## src/rtl/mr1_mem_arbiter.sv

```systemverilog
// Shares one memory port between MR1 fetch and data buses; in-order ID FIFO routes read responses.
// Optional MEM_ARB_RR_EN selects round-robin arbitration instead of fixed DATA-over-INSTR priority.
module mr1_mem_arbiter #(
  parameter int unsigned MAX_OUTSTANDING = 4
) (
  input  logic        clk,
  input  logic        reset_n,
  input  logic        instr_req_valid,
  output logic        instr_req_ready,
  input  logic [31:0] instr_req_addr,
  output logic        instr_rsp_valid,
  output logic [31:0] instr_rsp_data,
  input  logic        data_req_valid,
  output logic        data_req_ready,
  input  logic        data_req_wr,
  input  logic [1:0]  data_req_size,
  input  logic [31:0] data_req_addr,
  input  logic [31:0] data_req_data,
  output logic        data_rsp_valid,
  output logic [31:0] data_rsp_data,
  output logic        mem_req_valid,
  input  logic        mem_req_ready,
  output logic        mem_req_wr,
  output logic [1:0]  mem_req_size,
  output logic [31:0] mem_req_addr,
  output logic [31:0] mem_req_data,
  input  logic        mem_rsp_valid,
  input  logic [31:0] mem_rsp_data,
  output logic        rsp_err
);

  localparam int unsigned CW = $clog2(MAX_OUTSTANDING + 1);
  localparam int unsigned PW = (MAX_OUTSTANDING > 1) ? $clog2(MAX_OUTSTANDING) : 1;
  localparam logic [CW-1:0] MaxCount = CW'(MAX_OUTSTANDING);
  localparam logic [PW-1:0] LastPtr = PW'(MAX_OUTSTANDING - 1);

  typedef enum logic [1:0] {GrIdle, GrInstr, GrData} grant_e;

  grant_e grant, lock_grant_q, lock_grant_d;
  logic lock_q, lock_d;
  logic [CW-1:0] count_q, count_d;
  logic [PW-1:0] wr_ptr_q, rd_ptr_q;
  logic [MAX_OUTSTANDING-1:0] id_q;  // 1 = data requester, 0 = fetch
  logic rsp_err_q;
  logic full, empty, req_pending, hs, push, pop, head_is_data;

`ifdef MEM_ARB_RR_EN
  logic last_data_q;

  always_ff @(posedge clk) begin
    if (!reset_n) begin
      last_data_q <= 1'b0;
    end else if (hs) begin
      last_data_q <= (grant == GrData);
    end
  end
`endif

  assign full  = (count_q == MaxCount);
  assign empty = (count_q == '0);

  always_comb begin
    grant = GrIdle;
    if (!reset_n) begin
      grant = GrIdle;
    end else if (lock_q) begin
      grant = lock_grant_q;
    end else if (data_req_valid && instr_req_valid) begin
`ifdef MEM_ARB_RR_EN
      grant = last_data_q ? GrInstr : GrData;
`else
      grant = GrData;
`endif
    end else if (data_req_valid) begin
      grant = GrData;
    end else if (instr_req_valid) begin
      grant = GrInstr;
    end
  end

  always_comb begin
    req_pending  = 1'b0;
    mem_req_wr   = 1'b0;
    mem_req_size = 2'd0;
    mem_req_addr = '0;
    mem_req_data = '0;
    unique case (grant)
      GrInstr: begin
        req_pending  = instr_req_valid;
        mem_req_size = 2'd2;
        mem_req_addr = instr_req_addr;
      end
      GrData: begin
        req_pending  = data_req_valid;
        mem_req_wr   = data_req_wr;
        mem_req_size = data_req_size;
        mem_req_addr = data_req_addr;
        mem_req_data = data_req_data;
      end
      default: ;
    endcase
  end

  assign mem_req_valid   = req_pending && !full;
  assign instr_req_ready = mem_req_ready && !full && (grant == GrInstr);
  assign data_req_ready  = mem_req_ready && !full && (grant == GrData);
  assign hs   = mem_req_valid && mem_req_ready;
  assign push = hs && ((grant == GrInstr) || !data_req_wr);
  assign pop  = reset_n && mem_rsp_valid && !empty;

  assign head_is_data    = id_q[rd_ptr_q];
  assign instr_rsp_valid = pop && !head_is_data;
  assign data_rsp_valid  = pop && head_is_data;
  assign instr_rsp_data  = instr_rsp_valid ? mem_rsp_data : '0;
  assign data_rsp_data   = data_rsp_valid ? mem_rsp_data : '0;
  assign rsp_err         = rsp_err_q && reset_n;

  // A full FIFO blocks the port without releasing or taking a lock.
  always_comb begin
    lock_d       = lock_q;
    lock_grant_d = lock_grant_q;
    if (!full) begin
      lock_d       = req_pending && !mem_req_ready;
      lock_grant_d = lock_d ? grant : GrIdle;
    end
  end

  always_comb begin
    count_d = count_q;
    if (push && !pop) begin
      count_d = count_q + CW'(1);
    end else if (pop && !push) begin
      count_d = count_q - CW'(1);
    end
  end

  always_ff @(posedge clk) begin
    if (!reset_n) begin
      lock_q       <= 1'b0;
      lock_grant_q <= GrIdle;
      count_q      <= '0;
      wr_ptr_q     <= '0;
      rd_ptr_q     <= '0;
      id_q         <= '0;
      rsp_err_q    <= 1'b0;
    end else begin
      lock_q       <= lock_d;
      lock_grant_q <= lock_grant_d;
      count_q      <= count_d;
      if (push) begin
        id_q[wr_ptr_q] <= (grant == GrData);
        wr_ptr_q       <= (wr_ptr_q == LastPtr) ? '0 : wr_ptr_q + PW'(1);
      end
      if (pop) begin
        rd_ptr_q <= (rd_ptr_q == LastPtr) ? '0 : rd_ptr_q + PW'(1);
      end
      if (mem_rsp_valid && empty) begin
        rsp_err_q <= 1'b1;
      end
    end
  end

endmodule

```

## config.mk

```make
export PLATFORM = sky130hd
export DESIGN_NAME = mr1_mem_arbiter
export DESIGN_NICKNAME = d
export VERILOG_FILES = /design/src/rtl/mr1_mem_arbiter.sv
export SDC_FILE = /design/constraint.sdc
export NUM_CORES = 1
export LEC_CHECK = 0
export BUFFER_PORTS_ARGS = -buffer_cell sky130_fd_sc_hd__buf_4
export CORE_AREA = 2 2 107 109
export DETAILED_ROUTE_END_ITERATION = 8
export DIE_AREA = 0 0 109 111
export HOLD_SLACK_MARGIN = 0.05
export PLACE_DENSITY = 0.59
export SYNTH_ARGS = -nofsm -noshare
export SYNTH_HDL_FRONTEND = slang
export SYNTH_SLANG_ARGS = --single-unit
```

## constraint.sdc

```tcl
create_clock -name clk -period 4.23 [get_ports clk]
set_input_delay 0.846 -clock clk [delete_from_list [all_inputs] [get_ports clk]]
set_output_delay 0.846 -clock clk [all_outputs]
set_load 0.005 [all_outputs]
```

==> metrics.md <==
| Metric | Value |
|---|---|
| Status | `completed` |
| DIE WIDTH | `109 um` |
| Final hold violations | `0` |
| Vias per cell | `4.44` |
| Cell Area, Placed | `4150 um2` |
| DR iter-0 viols | `137` |
| Gr ovfl total | `0` |
| Fillers | `1,150` |
| Drt total wl | `9620 um` |
| R2R depth | `12` |
| Number of library cell types mapped by synthesis | `36` |
| Min Clock Period, post-route | `3.53 ns` |
| # placed instances | `717` |
| Startpoint Class | `primary input` |
| Endpoints failing setup | `0` |
| Worst path arrival time | `2.69 ns` |
| Post-layout util | `38.2%` |
| Synth Area in Compound Gates | `15.8%` |
| Setup bufs post-CTS | `0` |
| Cts repair resizes | `0` |
| Residual DRC | `0` |
| Nets | `725` |
| Initial antenna violation count | `0` |
| Starting Density | `18.3%` |
| Worst hold path stage count | `2` |
| Post-Synth Simple-Gate Area | `47.0%` |
| Worst reg2reg startpoint | `lock_q$_SDFFE_PN0N_` |
| Overall global routing resource usage | `14.4%` |
| Slew HR | `48.1%` |
| DR vias | `3,198` |
| Setup crit end | `mem_req_addr[20]` |
| Synthesized flop and latch total | `15` |
| First-pass GRT wire length | `14,300 um` |
| Syn_area_per_cell | `6.24 um2` |
| Commonest non-fill, non-tap cell in the layout | `buf_4` |
| First drt pass iteration count | `5` |
| Clock skew | `0.00262 ns` |
| Vias in the first global route | `2,839` |
| Die height | `111 um` |
| CTS max path bufs | `2` |
| WL per Instance | `13.3 um` |
| Antenna cell count | `0` |
| Hold/Removal Path Class | `register to register` |
| Largest family of logic cells by synthesized area | `simple AND/OR/NAND/NOR gates` |
| Die ar. | `12,100 um2` |
| F_max | `283 MHz` |
| Largest net degree at the start of global routing | `69` |
| Clock root cell | `clkbuf_16` |
| R2R Path End | `count_q[2]$_SDFFE_PN0P_` |
| Adder-cell share of the synthesized area | `5.94%` |
| Commonest cells after routing, fill and taps aside | `280 x buf_4, 102 x nor2_1, 44 x nand2_1` |
| Post-Synthesis Cells | `324` |
| Crit path capture type | `output pin` |
| Setup TNS | `0 ns` |
| DRT antenna net count | `0` |
| Worst-path clk slew | `0.05 ns` |
| Crit Path Max Fanout | `68` |
| Max VDD drop | `0.135 mV` |
| Area Overhead vs Synth | `109%` |
| Seq/Total Area, Yosys | `14.9%` |
| Multiplexer share of the synthesized area | `6.44%` |
| Worst-Skew Late Latency | `0.24 ns` |
| Syn_nets | `470` |
| P_leak | `2.16 nW` |
| Unrepaired setup endpoints after global routing | `no` |
| CP Launch Point | `data_req_valid` |
| Post-Synth XOR/XNOR Area | `0.866%` |
| Std cell rows | `39` |
| CTS tree | `built` |
| Mapped Area | `2020 um2` |
| Share of cells above drive strength 1 | `50.3%` |
| Number of CTS-inserted buffers | `3` |
| Clock sinks | `15` |
| Reg-to-reg slack, setup | `1.13 ns` |
| Hold Buf Count CTS | `0` |
| RePlAce Congestion | `0.919` |
| # H-tree levels | `1` |
| IO buf count | `273` |
| Kind of critical path | `primary input to output pin` |
| DP Wirelength | `7840 um` |
| Pwr Total | `591 uW` |
| CORE AREA | `11,100 um2` |
| Crit share post-route | `83.5%` |
| Worst Tran Pin Value | `0.775 ns` |
| Max-Cap Viols | `0` |
| WP data required | `3.38 ns` |
| Layout Cells excl Fill | `721` |
| Final Cell Area | `4230 um2` |
| Pwr dens | `140 nW/um2` |
| Warnings from Yosys | `0` |
| Max-slew violations | `0` |
| IO Count | `274` |
## routing by layer
| metal | vias up | GRT usage (%) | wire, um |
|---|---|---|---|
| li1 | 1574 | - | - |
| met1 | 1465 | 15.4 | 3320 |
| met2 | 151 | 28.1 | 5270 |
| met3 | 8 | 3.88 | 944 |
| met4 | 0 | 2.05 | 79 |
| met5 | - | 0 | 0 |
## cells in the mapped netlist
cell type,instances,area (um2)
or3b_1,1,8.76
inv_1,6,22.5
o311a_1,1,10.0
nor2b_1,1,6.26
and3b_1,2,17.5
nand3_1,3,15.0
a22oi_1,32,240
o21ai_0,1,5.00
dfxtp_1,15,300
inv_2,1,3.75
nor2_1,102,383
buf_1,3,11.3
buf_2,11,55.1
o21a_1,1,7.51
or3_1,3,18.8
nand2b_1,1,6.26
nand3b_1,4,30.0
mux2i_2,1,13.8
a21oi_1,4,20.0
ha_1,8,100
nor3_1,2,10.0
xor2_1,2,17.5
nand2_1,44,165
a22oi_2,1,12.5
clkbuf_1,12,45.0
nor3b_2,1,12.5
fa_1,1,20.0
mux2i_1,9,90.1
buf_6,4,45.0
nor4_1,5,31.3
mux2_2,1,11.3
and2_1,36,225
a32o_1,1,10.0
nor4_4,1,21.3
mux2_4,1,15.0
o31ai_1,2,15.0
## power breakdown
group / total (mW) / internal (mW) / switching [mW]
clock: 0.183 / 0.128 / 0.0554
combinational: 0.257 / 0.155 / 0.102
sequential: 0.152 / 0.146 / 0.00556
total: 0.591 / 0.429 / 0.163
## cell type report
class                   count  area (um2)  share of cell area (%)
clock buffers               4        78.8                    1.86
inverters                   7        26.3                   0.621
multi-input cells         272        1540                    36.5
flip-flops and latches     15         300                    7.10
well taps                 143         179                    4.23
repair buffers            280        2100                    49.7
## critical path: stages
cell,delay [ns]
buf_4,0.12
or3b_1,0.34
a21oi_1,0.25
inv_1,0.08
ha_2,0.21
buf_4,0.30
a22oi_1,0.30
nor2_1,0.07
buf_4,0.15
## through the flow
stage / hold slack, ns / setup WS [ns]
floorplan: 0.429 / 0.741
global placement: 0.448 / 0.593
detailed placement: 0.458 / 0.514
CTS: 0.463 / 0.692
global route: 0.483 / 0.521
finish: 0.458 / 0.698
## logic make-up after synthesis
| kind of cell | Yosys count |
|---|---|
| compound gates | 43 |
| fa+ha+maj | 9 |
| mux | 12 |
| xor+xnor | 2 |
| flops | 15 |
| buf+inv | 37 |
| simple gates | 206 |
## registers in the layout (all words and copies together), names as in the netlist
register / count
wr_ptr_q: 2
count_q: 3
rsp_err_q: 1
rd_ptr_q: 2
id_q: 4
lock_q: 1
lock_grant_q: 2
## worst min-delay path by stage
stage | slack (ns) | to | start
final | 0.46 | id_q[3]$_SDFFE_PN0P_ | id_q[3]$_SDFFE_PN0P_
after CTS | 0.46 | id_q[3]$_SDFFE_PN0P_ | id_q[3]$_SDFFE_PN0P_
after global routing | 0.48 | id_q[3]$_SDFFE_PN0P_ | id_q[3]$_SDFFE_PN0P_
after floorplan | 0.43 | rsp_err_q$_SDFFE_PN0P_ | rsp_err_q$_SDFFE_PN0P_
after detailed placement | 0.46 | id_q[3]$_SDFFE_PN0P_ | id_q[3]$_SDFFE_PN0P_
after global placement | 0.45 | id_q[3]$_SDFFE_PN0P_ | id_q[3]$_SDFFE_PN0P_
Power figures use the tool's default switching activity.
